==> config.mk <==
export PLATFORM = sky130hd
export DESIGN_NAME = ob_cn_sched
export DESIGN_NICKNAME = d
export VERILOG_FILES = /design/src/rtl/ob_cn_sched.sv
export SDC_FILE = /design/constraint.sdc
export NUM_CORES = 1
export LEC_CHECK = 0
export CAP_MARGIN = 20
export CORE_UTILIZATION = 34
export DETAILED_ROUTE_END_ITERATION = 8
export PLACE_DENSITY = 0.86
export SYNTH_ARGS = -nofsm -noshare
export SYNTH_HDL_FRONTEND = slang
export SYNTH_SLANG_ARGS = --single-unit
==> constraint.sdc <==
create_clock -name clk -period 2.3 [get_ports clk]
set_clock_uncertainty 0.1 [all_clocks]
set_input_delay 0.575 -clock clk [delete_from_list [all_inputs] [get_ports clk]]
set_output_delay 0.575 -clock clk [all_outputs]
set_load 0.02 [all_outputs]
==> src/rtl/ob_cn_sched.sv <==
// Conditional-order table scheduler: lowest-free allocation, occupancy tracking
// and round-robin presentation of matured entries over a valid/accept handshake.
package ob_pkg;
  typedef logic [15:0] cmd_t;
endpackage

module ob_cn_sched #(
  parameter  int N     = 4,
  localparam int CNT_W = $clog2(N+1)
) (
  input  logic                 clk,
  input  logic                 rst,
  input  logic                 cmd_vld_r,
  input  ob_pkg::cmd_t         cmd_r,
  output logic                 cmd_rdy,
  input  logic                 flush,
  input  logic [N-1:0]         entry_mtr,
  input  ob_pkg::cmd_t [N-1:0] entry_cmd,
  output logic [N-1:0]         al_vld,
  output logic [N-1:0]         dl_vld,
  output logic [N-1:0]         occ_r,
  output logic [CNT_W-1:0]     count_r,
  output logic                 full_r,
  output logic                 ovf_r,
  input  logic                 mtr_accept,
  output logic                 mtr_vld_r,
  output ob_pkg::cmd_t         mtr_r
);

  localparam int PTR_W = (N > 1) ? $clog2(N) : 1;

  typedef enum logic {IDLE, PRESENT} state_t;

  state_t           r_state;
  logic [N-1:0]     r_occ;
  logic [CNT_W-1:0] r_count;
  logic             r_full;
  logic             r_ovf;
  ob_pkg::cmd_t     r_mtr;
  logic [PTR_W-1:0] r_rr_ptr;
  logic [PTR_W-1:0] r_sel;

  logic [N-1:0]     w_sel_oh;
  logic [N-1:0]     w_al;
  logic [N-1:0]     w_dl;
  logic [N-1:0]     w_occ_nxt;
  logic [N-1:0]     w_cand;
  logic             w_accept;
  logic             w_al_found;
  logic             w_found;
  logic [PTR_W-1:0] w_start;
  logic [PTR_W-1:0] w_win;
  logic [PTR_W-1:0] w_idx;
  logic [PTR_W:0]   w_sum;
  logic             w_unused;

  function automatic logic [PTR_W-1:0] inc_ptr(input logic [PTR_W-1:0] p);
    return (int'(p) == N-1) ? '0 : p + 1'b1;
  endfunction

  function automatic logic [CNT_W-1:0] popcount(input logic [N-1:0] v);
    logic [CNT_W-1:0] c;
    c = '0;
    for (int i = 0; i < N; i++) c = c + CNT_W'(v[i]);
    return c;
  endfunction

  // The command payload is stored by the table entries, not here.
  assign w_unused  = ^cmd_r;

  assign w_sel_oh  = {{(N-1){1'b0}}, 1'b1} << r_sel;
  assign w_accept  = (r_state == PRESENT) & mtr_accept & ~flush;
  assign w_dl      = flush ? r_occ : (w_accept ? w_sel_oh : '0);
  assign w_occ_nxt = (r_occ | w_al) & ~w_dl;
  // The presented entry stays occupied until accepted, so exclude it explicitly.
  assign w_cand    = entry_mtr & r_occ & ~((r_state == PRESENT) ? w_sel_oh : '0);
  assign w_start   = w_accept ? inc_ptr(r_sel) : r_rr_ptr;

  always_comb begin
    w_al       = '0;
    w_al_found = 1'b0;
    if (cmd_vld_r & ~r_full & ~flush) begin
      for (int i = 0; i < N; i++) begin
        if (!w_al_found && !r_occ[i]) begin
          w_al[i]    = 1'b1;
          w_al_found = 1'b1;
        end
      end
    end
  end

  always_comb begin
    w_win   = '0;
    w_found = 1'b0;
    w_sum   = '0;
    w_idx   = '0;
    for (int i = 0; i < N; i++) begin
      w_sum = {1'b0, w_start} + (PTR_W+1)'(i);
      if (w_sum >= (PTR_W+1)'(N)) w_sum = w_sum - (PTR_W+1)'(N);
      w_idx = w_sum[PTR_W-1:0];
      if (!w_found && w_cand[w_idx]) begin
        w_win   = w_idx;
        w_found = 1'b1;
      end
    end
  end

  always_ff @(posedge clk or negedge rst) begin
    if (!rst) begin
      r_state  <= IDLE;
      r_occ    <= '0;
      r_count  <= '0;
      r_full   <= 1'b0;
      r_ovf    <= 1'b0;
      r_mtr    <= '0;
      r_rr_ptr <= '0;
      r_sel    <= '0;
    end else begin
      r_occ   <= w_occ_nxt;
      r_count <= popcount(w_occ_nxt);
      r_full  <= &w_occ_nxt;
      r_ovf   <= cmd_vld_r & r_full & ~flush;
      if (flush) begin
        r_state <= IDLE;
      end else begin
        if (w_accept) r_rr_ptr <= inc_ptr(r_sel);
        if (r_state == IDLE || w_accept) begin
          if (w_found) begin
            r_state <= PRESENT;
            r_sel   <= w_win;
            r_mtr   <= entry_cmd[w_win];
          end else begin
            r_state <= IDLE;
          end
        end
      end
    end
  end

  assign cmd_rdy   = ~r_full;
  assign al_vld    = w_al;
  assign dl_vld    = w_dl;
  assign occ_r     = r_occ;
  assign count_r   = r_count;
  assign full_r    = r_full;
  assign ovf_r     = r_ovf;
  assign mtr_vld_r = (r_state == PRESENT);
  assign mtr_r     = r_mtr;

endmodule
== Word level (Yosys, flattened, before mapping) ==
Cells that the tools add are included.

* Logic and storage cells: 104
* Flip-flop bits (word level): 30

* Multiplexer cells: 40
* $add $sub $neg: 11
* Magnitude comparators: 9
* Reductions and logical operators: 19
* Eq/ne operators: 1
* Shift-type cells: 1
* Bitwise logic cells: 15

{| class="wikitable"
|+ Operators by type and width
! cell !! number
|-
| $bmux 16 s2 || 1
|-
| $mux 1 || 20
|-
| $mux 2 || 10
|-
| $mux 16 || 1
|-
| $mux 4 || 4
|-
| $lt 2x3->1 const B || 5
|-
| $and 4x4->4 || 3
|-
| $ge 3x3->1 const B || 3
|-
| $logic_not 1->1 || 9
|-
| $bmux 1 s2 || 4
|-
| $not 4->4 || 2
|-
| $sub 2x1->2 const B || 4
|-
| $add 2x2->3 const B || 2
|-
| $and 1x1->1 || 6
|-
| $logic_and 1x1->1 || 6
|-
| $or 4x4->4 || 1
|-
| $reduce_and 4->1 || 1
|-
| $shl 1x2->4 const A || 1
|-
| $add 2x1->3 || 1
|-
| $add 2x1->3 const B || 1
|-
| $add 3x1->3 || 1
|-
| $ge 2x3->1 const B || 1
|-
| $not 1->1 || 3
|-
| $reduce_and 3->1 || 1
|-
| other kinds (5) || 5
|}

== Depth between registers and ports, before layout ==
Gate-level depths: netlist (run 1).

* Word-level depth: 21
* Depth in mapped cells: 10
* Mapped depth without buffers: 9

== Worst setup path after synthesis (run 1) ==
OpenSTA, ideal clock, no wires.

* Kind: input -> register
* Start point: in flush
* End point: reg r_count[1] (netlist: count_r[1])
* Arrival: 2.589 ns
* Buffers on the path: 2
* Cell stages on the path: 9
* Path slack: -0.515 ns
* Cell sequence: buf_6 -> and3b_1 -> buf_6 -> a22o_1 -> or2_2 -> fa_1 -> inv_1 -> ha_1 -> ha_1

* Word-level cells in the longest chain between the ends: 9
* Elaborated cells on any way between the ends: 12

{| class="wikitable"
|+ Ends and longest elaborated chain
! item !! line !! text
|-
| start, declared || 16 || <nowiki>input logic flush,</nowiki>
|-
| $not 1->1 || 72 || <nowiki>assign w_accept = (r_state == PRESENT) & mtr_accept & ~flush;</nowiki>
|-
| $and 1x1->1 || 72 ||
|-
| $mux 4 || 73 || <nowiki>assign w_dl = flush ? r_occ : (w_accept ? w_sel_oh : '0);</nowiki>
|-
| $mux 4 * || 73 ||
|-
| named net dl_vld[0] || 20 || <nowiki>output logic [N-1:0] dl_vld,</nowiki>
|-
| $not 4->4 * || 74 || <nowiki>assign w_occ_nxt = (r_occ | w_al) & ~w_dl;</nowiki>
|-
| $and 4x4->4 * || 74 ||
|-
| $add 1x1->2 * || 64 || <nowiki>for (int i = 0; i < N; i++) c = c + CNT_W'(v[i]);</nowiki>
|-
| $add 2x1->3 * || 64 ||
|-
| $add 3x1->3 * || 64 ||
|-
| end signal, assigned || 120 || <nowiki>r_count <= popcount(w_occ_nxt);</nowiki>
|-
| end, declared || 36 || <nowiki>logic [CNT_W-1:0] r_count;</nowiki>
|}

The timed path passes the listed nets; every way through them passes the cells marked *.
A chain may end at the register's enable or synchronous reset.

== Worst setup path in the final report (run 1) ==
* Start point: reg r_sel[0]
* End point: reg r_mtr[5] (netlist: mtr_r[5])

* Word-level cells in the longest chain between the ends: 19
* Elaborated cells on any way between the ends: 48

{| class="wikitable"
|+ Ends and longest elaborated chain
! item !! line !! text
|-
| start, declared || 41 || <nowiki>logic [PTR_W-1:0] r_sel;</nowiki>
|-
| start signal, assigned || 130 || <nowiki>r_sel <= w_win;</nowiki>
|-
| parallel branches: the longest is 19 deep, another holds $add 2x1->3 || -- ||
|-
| end signal, assigned || 131 || <nowiki>r_mtr <= entry_cmd[w_win];</nowiki>
|-
| end, declared || 39 || <nowiki>ob_pkg::cmd_t r_mtr;</nowiki>
|}

Several ways; the timed one is not identified. The select of a mux whose other input is x is not followed.

==> parameters.txt, run 1 <==
Parameter                              Value

Routing
  Routed vias/inst    5.47
  Remaining design rule violation count    0
  First-pass DRT Iterations    4
  Vias    2324
  WL/cell    18.3 µm
  Wire length reported by the detailed router    7790 µm
  Post-route antenna net violation count    0
  Violation count after the first detailed-route iteration    123

Synthesis
  Number of standard cells after synthesis    204
  Number of flops mapped to enable cells by yosys    0
  Total nets after synthesis    301
  Portion of the post-synthesis area used by sequential elements    0.370
  Mean area per synthesized cell    9.95 µm²
  Number of warnings printed during yosys synthesis    0
  Primary FF master, synth    sky130_fd_sc_hd__dfrtp_1
  Area fraction of the dominant cell type after synthesis    0.370
  Synth async-reset ratio    1.00
  Leading area contributor after synthesis    sky130_fd_sc_hd__dfrtp_1
  Mapped cell area    0.00203 mm²
  Number of synthesized register bits    30
  Leading cell types by total area after synthesis    sky130_fd_sc_hd__dfrtp_1 37%, sky130_fd_sc_hd__mux2i_1 9.4%, sky130_fd_sc_hd__a221oi_1 6.9%
  Post-synthesis cell type count    38

Critical path
  Worst reg2reg path depth    11
  Slowest stage cell on the critical path    sky130_fd_sc_hd__dfrtp_1
  Crit path max fanout    6
  Crit Reg-Reg Startpoint    r_sel[0]
  Register-to-register path setup slack    -0.21 ns
  Critical path cell sequence    inv_2, ha_4, or3b_4, mux2i_2, a211o_1, buf_4, buf_6, clkbuf_16, and3_1, a221oi_1, a211oi_1
  Worst r2r dst    mtr_r[5]
  Endpoint kind of the worst setup timing path    flop
  Family of cells with the greatest summed delay on the critical path    compound AO/OA/AOI/OAI gates
  Arrival time at the worst endpoint    2.57 ns
  Critical Setup Path Class    flop to flop
  Data required time of the worst path    2.36 ns
  Number of buffers and inverters on the critical path    4
  Critical path origin    r_sel[0]
  Category of the worst setup path launch point    flop
  Crit path largest cell delay    0.42 ns

GRT
  Largest net degree at the start of global routing    31
  Leftover overflow at the end of global routing    0
  First-pass GRT wire length    11800 µm
  Via count of the first global-routing pass    2405
  Initial antenna violation count    0
  GRT Overall Usage    0.245

Cells and area
  Commonest non-fill, non-tap cell in the layout    sky130_fd_sc_hd__clkdlybuf4s50_1
  Non-filler cells in the finished layout    425
  Commonest cells after routing, fill and taps aside    96 x sky130_fd_sc_hd__clkdlybuf4s50_1, 31 x sky130_fd_sc_hd__buf_4, 30 x sky130_fd_sc_hd__dfrtp_1, 22 x sky130_fd_sc_hd__nor2_1, 17 x sky130_fd_sc_hd__mux2i_1
  Area added between synthesis and finish    95.5%
  Final nets    449
  Fraction of final layout cells with drive strength greater than 1    0.351
  Number of inserted diodes    0
  Filler cell count in the final layout    406

Floorplan
  Die ar.    0.00628 mm²
  Starting density of the core    0.360
  Vertical extent of the die    79.3 µm
  Number of rows in the core area    27
  IO Count    124
  Floorplan Core Area    0.00564 mm²
  Die span in x    79.3 µm

Clock network
  Clk slew on worst S/H paths    0.07 ns
  Clk Latency, worst-skew pair    0.28 ns
  Maximum buffer depth of the clock tree    2
  Htree depth    2
  Number of sinks driven by the clock tree    30
  Number of CTS-inserted buffers    5
  Library cell used as clock root buffer    sky130_fd_sc_hd__clkbuf_8
  Hold_buf cts    0
  CTS tree    done

Placement
  Count of port buffers added during placement    107
  Total placed cells including tap cells    403
  GPL Wtd Cong    0.818
  Dpl hpwl    4980 µm

Run status
  Status    complete, but fails checks
  Violations in the final reports    negative setup slack

Timing
  Final Slew Violations    0
  Worst max-slew margin expressed relative to the limit    0.732
  Peak clock frequency supported by timing    398 MHz
  Final sum of negative setup slack    -2.76 ns
  Pin slew with the least headroom to its limit    0.402 ns
  Setup Viol. Count Final    17
  Fin crit share    1.09
  Setup repair after global routing missed its margin    true
  Number of hold violations in the final report    0
  Final Worst Setup Slack    -0.213 ns
  Shortest clock period the worst path allows after layout    2.51 ns

Min path
  Hold-critical path endpoint    r_rr_ptr[0]
  Min-Delay Path Class    flop to flop
  Instance count along the most critical hold path    1
  Start point of the worst hold path    r_rr_ptr[0]

Flow run
  Maximum capacitance violations    0

Power
  Leakage power    0.00174 µW
  Power density cells    1000 mW/mm²
  Total power after layout    3990 µW
  Peak supply drop    0.000517 V
[sequential cells by signal, indices dropped and copies added (netlist names)]
| name | count |
|---|---|
| ovf_r | 1 |
| r_sel | 2 |
| mtr_r | 16 |
| full_r | 1 |
| r_rr_ptr | 2 |
| count_r | 3 |
| occ_r | 4 |
| mtr_vld_r | 1 |
[synth_stat cells, drive strengths merged, types with 3 or more instances]
cell type / number
dfrtp: 30
nor2: 24
mux2i: 20
and3: 19
a221oi: 18
a211oi: 16
buf: 10
inv: 9
nand2: 9
ha: 7
and2: 5
a21oi: 4
a22o: 4
a211o: 3
a32oi: 3
clkbuf: 3
nand3: 3
[power by group]
part | switching (µW) | leakage [µW] | internal, µW
registers | 176 | 0.000358 | 745
clock network | 208 | 0.0000482 | 241
logic | 1270 | 0.00133 | 1350
total | 1650 | 0.00174 | 2340
[cells by family after synthesis]
kind of cell / Yosys count / synth area share
buffers and inverters: 22 / 0.0660
flip-flops: 30 / 0.370
multiplexers: 21 / 0.108
AO/OA/AOI/OAI: 53 / 0.219
AND/OR/NAND/NOR: 70 / 0.184
adder cells (fa/ha/maj): 8 / 0.0530
[per-layer routing]
layer	GRT usage	share of wire	vias up	wire, µm
li1	-	-	1063	-
met1	0.286	0.39	1119	3070
met2	0.428	0.53	110	4090
met3	0.0483	0.051	32	398
met4	0.118	0.029	0	225
met5	0	0	-	0
[how the worst max path moves through the flow]
stage / to / cells past startpoint / slack (ns)
after floorplan: count_r[1] / 9 / -0.29
after global placement: count_r[1] / 11 / -0.73
after detailed placement: mtr_r[10] / 8 / -0.80
after CTS: mtr_r[9] / 11 / -0.18
after global routing: mtr_r[10] / 10 / -0.28
final: mtr_r[5] / 11 / -0.21
[layout make-up]
type	instances	area [µm²]	area share
Clock buffer	7	86.3	0.0218
Clock inverter	1	5.00	0.00126
Inverter	9	33.8	0.00851
Multi-Input combinational cell	152	1490	0.375
Sequential cell	30	751	0.189
Tap cell	72	90.1	0.0227
Timing Repair Buffer	154	1510	0.382
[stage by stage]
step,instance area [µm²],hold slack (ns),utilization,worst slack (ns)
floorplan,2090,0.179,-,-0.289
global placement,3440,0.445,0.609,-0.726
detailed placement,3440,0.441,0.609,-0.801
CTS,3840,0.458,0.681,-0.178
global route,3970,0.474,0.703,-0.280
finish,3970,0.459,0.703,-0.213
[repair_timing]
action,in CTS,in global routing
pin swaps,26,10
resized for setup,69,36
cloned,3,1
setup buffers,12,2
setup endpoints to repair,29,21
Power figures use the tool's default switching activity.
==> inputs of run 2 (changes only) <==
Settings changed: CORE_ASPECT_RATIO set to 1.4.
==> parameters.txt, run 2 (same netlist as run 1, synthesis figures left out) <==
Parameter                              Value

Timing
  Worst max-slew margin expressed relative to the limit    0.731 (was 0.732)
  Final sum of negative setup slack    -1.36 ns (was -2.76 ns)
  Worst Hold Slack    0.469 ns (was 0.459 ns)
  Peak clock frequency supported by timing    416 MHz (was 398 MHz)
  Final Slew Violations    0 (unchanged)
  Pin slew with the least headroom to its limit    0.403 ns (was 0.402 ns)
  Fin crit share    1.05 (was 1.09)
  Setup repair after global routing missed its margin    true (unchanged)
  Shortest clock period the worst path allows after layout    2.41 ns (was 2.51 ns)
  Number of hold violations in the final report    0 (unchanged)
  Setup Viol. Count Final    18 (was 17)
  Final Worst Setup Slack    -0.106 ns (was -0.213 ns)

Cells and area
  Commonest non-fill, non-tap cell in the layout    sky130_fd_sc_hd__clkdlybuf4s50_1 (unchanged)
  Number of inserted diodes    0 (unchanged)
  Fraction of final layout cells with drive strength greater than 1    0.308 (was 0.351)
  Commonest cells after routing, fill and taps aside    96 x sky130_fd_sc_hd__clkdlybuf4s50_1, 30 x sky130_fd_sc_hd__dfrtp_1, 29 x sky130_fd_sc_hd__buf_4, 23 x sky130_fd_sc_hd__nor2_1 (was 96 x sky130_fd_sc_hd__clkdlybuf4s50_1, 31 x sky130_fd_sc_hd__buf_4, 30 x sky130_fd_sc_hd__dfrtp_1, 22 x sky130_fd_sc_hd__nor2_1, 17 x sky130_fd_sc_hd__mux2i_1)
  Largest register FFs    16 (unchanged)
  Area added between synthesis and finish    91.6% (was 95.5%)
  Non-filler cells in the finished layout    415 (was 425)
  Fin area    0.00389 mm² (was 0.00397 mm²)
  Final nets    443 (was 449)

GRT
  GRT Overall Usage    0.219 (was 0.245)
  Via count of the first global-routing pass    2212 (was 2405)
  Leftover overflow at the end of global routing    0 (unchanged)
  First-pass GRT wire length    10300 µm (was 11800 µm)
  Largest net degree at the start of global routing    31 (unchanged)
  Initial antenna violation count    0 (unchanged)

Placement
  Area after detailed placement    0.00342 mm² (was 0.00344 mm²)
  GPL Wtd Cong    0.781 (was 0.818)
  Dpl hpwl    4630 µm (was 4980 µm)
  Count of port buffers added during placement    107 (unchanged)
  Total placed cells including tap cells    397 (was 403)

Floorplan
  Floorplan Core Area    0.00565 mm² (was 0.00564 mm²)
  IO Count    124 (unchanged)
  Starting density of the core    0.359 (was 0.360)
  Die span in x    67.3 µm (was 79.3 µm)
  Die ar.    0.00629 mm² (was 0.00628 mm²)
  Number of rows in the core area    32 (was 27)
  Vertical extent of the die    93.4 µm (was 79.3 µm)

Flow run
  Maximum capacitance violations    0 (unchanged)

Critical path
  Endpoint kind of the worst setup timing path    flop (unchanged)
  Data required time of the worst path    2.36 ns (about the same)
  Category of the worst setup path launch point    flop (unchanged)
  Crit path largest cell delay    0.39 ns (was 0.42 ns)
  Crit Reg-Reg Startpoint    r_sel[0] (unchanged)
  Worst r2r dst    mtr_r[2] (was mtr_r[5])
  Crit path max fanout    6 (unchanged)
  Worst reg2reg path depth    9 (was 11)
  Family of cells with the greatest summed delay on the critical path    simple AND/OR/NAND/NOR gates (was compound AO/OA/AOI/OAI gates)
  Register-to-register path setup slack    -0.11 ns (was -0.21 ns)
  Arrival time at the worst endpoint    2.47 ns (was 2.57 ns)
  Critical path cell sequence    inv_2, ha_4, or3b_4, mux2i_4, a211o_1, nand3_4, buf_6, a221oi_2, a211oi_1 (was inv_2, ha_4, or3b_4, mux2i_2, a211o_1, buf_4, buf_6, clkbuf_16, and3_1, a221oi_1, a211oi_1)
  Critical Setup Path Class    flop to flop (unchanged)
  Number of buffers and inverters on the critical path    2 (was 4)
  Slowest stage cell on the critical path    sky130_fd_sc_hd__dfrtp_1 (unchanged)

Routing
  Post-route antenna net violation count    0 (unchanged)
  Violation count after the first detailed-route iteration    85 (was 123)
  WL/cell    16.7 µm (was 18.3 µm)
  Vias    2255 (was 2324)
  First-pass DRT Iterations    4 (unchanged)
  Routed vias/inst    5.43 (was 5.47)
  Wire length reported by the detailed router    6910 µm (was 7790 µm)
  Remaining design rule violation count    0 (unchanged)

Power
  Power density cells    998 mW/mm² (was 1000 mW/mm²)
  Total power after layout    3880 µW (was 3990 µW)
  Leakage power    0.00173 µW (was 0.00174 µW)
  Peak supply drop    0.000476 V (was 0.000517 V)

Min path
  Min-Delay Path Class    flop to flop (unchanged)
  Hold-critical path endpoint    r_rr_ptr[0] (unchanged)
  Instance count along the most critical hold path    1 (unchanged)
  Start point of the worst hold path    r_rr_ptr[0] (unchanged)

Clock network
  Library cell used as clock root buffer    sky130_fd_sc_hd__clkbuf_8 (unchanged)
  Number of sinks driven by the clock tree    30 (unchanged)
  Clk slew on worst S/H paths    0.07 ns (about the same)
  Clk Latency, worst-skew pair    0.28 ns (about the same)
  Maximum buffer depth of the clock tree    2 (unchanged)
  CTS tree    done (unchanged)
  Number of CTS-inserted buffers    5 (unchanged)
  Htree depth    2 (unchanged)

Run status
  Status    complete, but fails checks (unchanged)
  Violations in the final reports    negative setup slack (unchanged)
run 2: cell count changes in the layout (fill, tap and decap cells not counted), sizes merged:
cell           before  now
clkinv              1    2
bufbuf              0    1
bufinv              0    1
clkdlybuf4s15       1    3
clkbuf             10    5
dlygate4sd2         1    2
buf                53   46
run 2: how the worst max path moves through the flow:
stage,from,to,slack [ns],cells after the start
floorplan,flush,count_r[1],-0.29,9
global placement,flush,count_r[1],-0.72,11
detailed placement,flush,count_r[1],-0.79,11
CTS,r_sel[0],mtr_r[0],-0.16,9
global route,r_sel[0],mtr_r[3],-0.21,9
finish,r_sel[0],mtr_r[2],-0.11,9
run 2: final cells by class:
class / instances / area (µm²)
fill: 428 / 1760
clock inverter: 3 / 40.0
tap: 68 / 85.1
timing repair buffer: 148 / 1490
multi-input combinational: 152 / 1420
sequential: 30 / 751
clock buffer: 5 / 68.8
inverter: 9 / 33.8
run 2: timing repair:
action / CTS / global route
hold endpoints to repair: 0 / 0
buffers inserted: 7 / 2
hold buffers: 0 / 0
pin swaps: 11 / 27
cloned: 2 / 0
gates resized for setup: 56 / 28
setup endpoints to repair: 29 / 20
run 2: metal layers:
metal | track usage | share of wire | up-vias
met5 | 0 | 0 | -
met4 | 0.0833 | 0.019 | 0
met3 | 0.0439 | 0.047 | 12
met2 | 0.406 | 0.56 | 81
met1 | 0.233 | 0.37 | 1105
li1 | - | - | 1057
run 2: stage by stage:
stage / util / worst slack [ns]
finish: 0.689 / -0.106
global route: 0.689 / -0.207
CTS: 0.660 / -0.163
detailed placement: 0.605 / -0.789
global placement: 0.605 / -0.720
floorplan: - / -0.289
run 2: report_power, final:
group / switching (µW) / total, µW / internal [µW]
clock: 207 / 525 / 318
combinational: 1200 / 2440 / 1240
sequential: 170 / 916 / 746
run 2: worst register-to-register path, stage by stage (launching register included):
cell	delay, ns
sky130_fd_sc_hd__dfrtp_1	0.39
sky130_fd_sc_hd__inv_2	0.08
sky130_fd_sc_hd__ha_4	0.26
sky130_fd_sc_hd__or3b_4	0.38
sky130_fd_sc_hd__mux2i_4	0.17
sky130_fd_sc_hd__a211o_1	0.20
sky130_fd_sc_hd__nand3_4	0.17
sky130_fd_sc_hd__buf_6	0.19
sky130_fd_sc_hd__a221oi_2	0.26
sky130_fd_sc_hd__a211oi_1	0.08
==> inputs of run 3 (changes only) <==
Settings changed: PLACE_DENSITY 0.86 to 0.78.
==> parameters.txt, run 3 (same netlist as run 1, synthesis figures left out) <==
Parameter                              Value

Clock network
  Clk slew on worst S/H paths    0.06 ns (was 0.07 ns)
  Maximum buffer depth of the clock tree    2 (unchanged)
  Clk Latency, worst-skew pair    0.28 ns (about the same)
  Number of CTS-inserted buffers    5 (unchanged)
  Library cell used as clock root buffer    sky130_fd_sc_hd__clkbuf_8 (unchanged)
  Htree depth    2 (unchanged)
  Hold_buf cts    0 (unchanged)
  Number of sinks driven by the clock tree    30 (unchanged)
  CTS tree    done (unchanged)

Floorplan
  Floorplan Core Area    0.00565 mm² (unchanged)
  Vertical extent of the die    93.4 µm (unchanged)
  IO Count    124 (unchanged)
  Die ar.    0.00629 mm² (unchanged)
  Number of rows in the core area    32 (unchanged)
  Die span in x    67.3 µm (unchanged)
  Starting density of the core    0.359 (unchanged)

Min path
  Min-Delay Path Class    flop to flop (unchanged)
  Hold-critical path endpoint    mtr_r[1] (was r_rr_ptr[0])
  Instance count along the most critical hold path    2 (was 1)
  Start point of the worst hold path    mtr_r[1] (was r_rr_ptr[0])

Critical path
  Data required time of the worst path    2.35 ns (was 2.36 ns)
  Critical path cell sequence    inv_2, ha_4, buf_4, o21bai_1, mux2i_1, nand2_1, nand3_4, buf_12, buf_16, mux2i_1, a211oi_2 (was inv_2, ha_4, or3b_4, mux2i_4, a211o_1, nand3_4, buf_6, a221oi_2, a211oi_1)
  Crit Reg-Reg Startpoint    r_sel[0] (unchanged)
  Critical Setup Path Class    flop to flop (unchanged)
  Number of buffers and inverters on the critical path    4 (was 2)
  Slowest stage cell on the critical path    sky130_fd_sc_hd__dfrtp_1 (unchanged)
  Endpoint kind of the worst setup timing path    flop (unchanged)
  Family of cells with the greatest summed delay on the critical path    multiplexers (was simple AND/OR/NAND/NOR gates)
  Most frequent CP cell    sky130_fd_sc_hd__mux2i_1
  Worst r2r dst    mtr_r[6] (was mtr_r[2])
  Arrival time at the worst endpoint    2.58 ns (was 2.47 ns)
  Worst reg2reg path depth    11 (was 9)
  Register-to-register path setup slack    -0.23 ns (was -0.11 ns)
  Crit path max fanout    5 (was 6)
  Category of the worst setup path launch point    flop (unchanged)
  Crit path largest cell delay    0.40 ns (was 0.39 ns)

Cells and area
  Commonest cells after routing, fill and taps aside    96 x sky130_fd_sc_hd__clkdlybuf4s50_1, 32 x sky130_fd_sc_hd__buf_4, 30 x sky130_fd_sc_hd__dfrtp_1, 23 x sky130_fd_sc_hd__nor2_1 (was 96 x sky130_fd_sc_hd__clkdlybuf4s50_1, 30 x sky130_fd_sc_hd__dfrtp_1, 29 x sky130_fd_sc_hd__buf_4, 23 x sky130_fd_sc_hd__nor2_1)
  Area added between synthesis and finish    102% (was 91.6%)
  Non-filler cells in the finished layout    426 (was 415)
  Final nets    455 (was 443)
  Core occupancy in the finished layout    0.727 (was 0.689)
  Number of inserted diodes    0 (unchanged)
  Fraction of final layout cells with drive strength greater than 1    0.358 (was 0.308)
  Filler cell count in the final layout    395 (was 428)
  Largest register FFs    16 (unchanged)
  Commonest non-fill, non-tap cell in the layout    sky130_fd_sc_hd__clkdlybuf4s50_1 (unchanged)

Timing
  Worst max-slew margin expressed relative to the limit    0.732 (was 0.731)
  Final Worst Setup Slack    -0.226 ns (was -0.106 ns)
  Pin slew with the least headroom to its limit    0.391 ns (was 0.403 ns)
  Setup repair after global routing missed its margin    true (unchanged)
  Peak clock frequency supported by timing    396 MHz (was 416 MHz)
  Fin crit share    1.10 (was 1.05)
  Number of hold violations in the final report    0 (unchanged)
  Setup Viol. Count Final    18 (unchanged)
  Final Slew Violations    0 (unchanged)
  Worst Hold Slack    0.466 ns (was 0.469 ns)
  Shortest clock period the worst path allows after layout    2.53 ns (was 2.41 ns)

Run status
  Violations in the final reports    negative setup slack (unchanged)
  Status    complete, but fails checks (unchanged)

Flow run
  Maximum capacitance violations    0 (unchanged)

Placement
  Count of port buffers added during placement    107 (unchanged)
  Dpl hpwl    4730 µm (was 4630 µm)
  Total placed cells including tap cells    399 (was 397)
  GPL Wtd Cong    0.823 (was 0.781)

GRT
  GRT Overall Usage    0.256 (was 0.219)
  Via count of the first global-routing pass    2526 (was 2212)
  First-pass GRT wire length    11900 µm (was 10300 µm)
  Largest net degree at the start of global routing    31 (unchanged)
  Leftover overflow at the end of global routing    0 (unchanged)
  Initial antenna violation count    0 (unchanged)

Routing
  First-pass DRT Iterations    4 (unchanged)
  Vias    2337 (was 2255)
  Routed vias/inst    5.49 (was 5.43)
  WL/cell    18.4 µm (was 16.7 µm)
  Post-route antenna net violation count    0 (unchanged)
  Wire length reported by the detailed router    7830 µm (was 6910 µm)
  Violation count after the first detailed-route iteration    76 (was 85)
  Remaining design rule violation count    0 (unchanged)

Power
  Leakage power    0.00181 µW (was 0.00173 µW)
  Peak supply drop    0.000500 V (was 0.000476 V)
  Power density cells    989 mW/mm² (was 998 mW/mm²)
-- run 3: report_power, final --
group	switching [µW]	internal, µW	total, µW	leakage (µW)
clock network	203	203	406	0.0000438
logic	1330	1400	2730	0.00140
registers	174	745	919	0.000358
-- run 3: per-stage QoR --
stage / area (µm²) / worst slack (ns) / total power (µW) / setup TNS, ns
2_1_floorplan: 2090 / -0.289 / 2090 / -3.11
3_3_place_gp: 3430 / -0.721 / 2970 / -17.92
3_5_place_dp: 3430 / -0.777 / 3020 / -18.63
4_1_cts: 4010 / -0.111 / 3910 / -1.46
5_1_grt: 4100 / -0.370 / 4280 / -5.23
6_report: 4100 / -0.226 / 4060 / -3.15
-- run 3: worst max-delay path by stage --
stage | startpoint | to | slack (ns) | cells past startpoint
floorplan | flush | count_r[1] | -0.29 | 9
global placement | flush | count_r[1] | -0.72 | 11
detailed placement | flush | count_r[1] | -0.78 | 11
CTS | r_sel[0] | mtr_r[9] | -0.11 | 10
global route | r_sel[0] | mtr_r[15] | -0.37 | 11
finish | r_sel[0] | mtr_r[6] | -0.23 | 11
-- run 3: area by class of cell --
| cell class | instances | area [µm²] | area share |
|---|---|---|---|
| clock inverter | 2 | 10.0 | 0.00244 |
| clock buffer | 5 | 68.8 | 0.0168 |
| sequential | 30 | 751 | 0.183 |
| tap | 68 | 85.1 | 0.0207 |
| inverter | 9 | 33.8 | 0.00823 |
| multi-input combinational | 152 | 1510 | 0.367 |
| timing repair buffer | 160 | 1650 | 0.402 |
-- run 3: what timing repair did --
action,CTS,global route
setup endpoints to repair,29,23
gates resized for setup,87,25
gates cloned,5,0
buffers inserted,16,4
pin swaps,41,12
-- run 3: worst reg2reg max path, cell delays in order, from the launching register on --
cell and delay [ns]:
sky130_fd_sc_hd__dfrtp_1 0.40, sky130_fd_sc_hd__inv_2 0.09, sky130_fd_sc_hd__ha_4 0.20, sky130_fd_sc_hd__buf_4 0.14, sky130_fd_sc_hd__o21bai_1 0.14, sky130_fd_sc_hd__mux2i_1 0.34
sky130_fd_sc_hd__nand2_1 0.24, sky130_fd_sc_hd__nand3_4 0.16, sky130_fd_sc_hd__buf_12 0.13, sky130_fd_sc_hd__buf_16 0.12, sky130_fd_sc_hd__mux2i_1 0.23, sky130_fd_sc_hd__a211oi_2 0.09
-- run 3: layer usage --
| metal | global-route usage | vias to the layer above | routed length [µm] |
|---|---|---|---|
| met3 | 0.0488 | 25 | 352 |
| met4 | 0.117 | 0 | 249 |
| met5 | 0 | - | 0 |
| met2 | 0.496 | 103 | 4410 |
| met1 | 0.245 | 1132 | 2810 |
| li1 | - | 1077 | - |
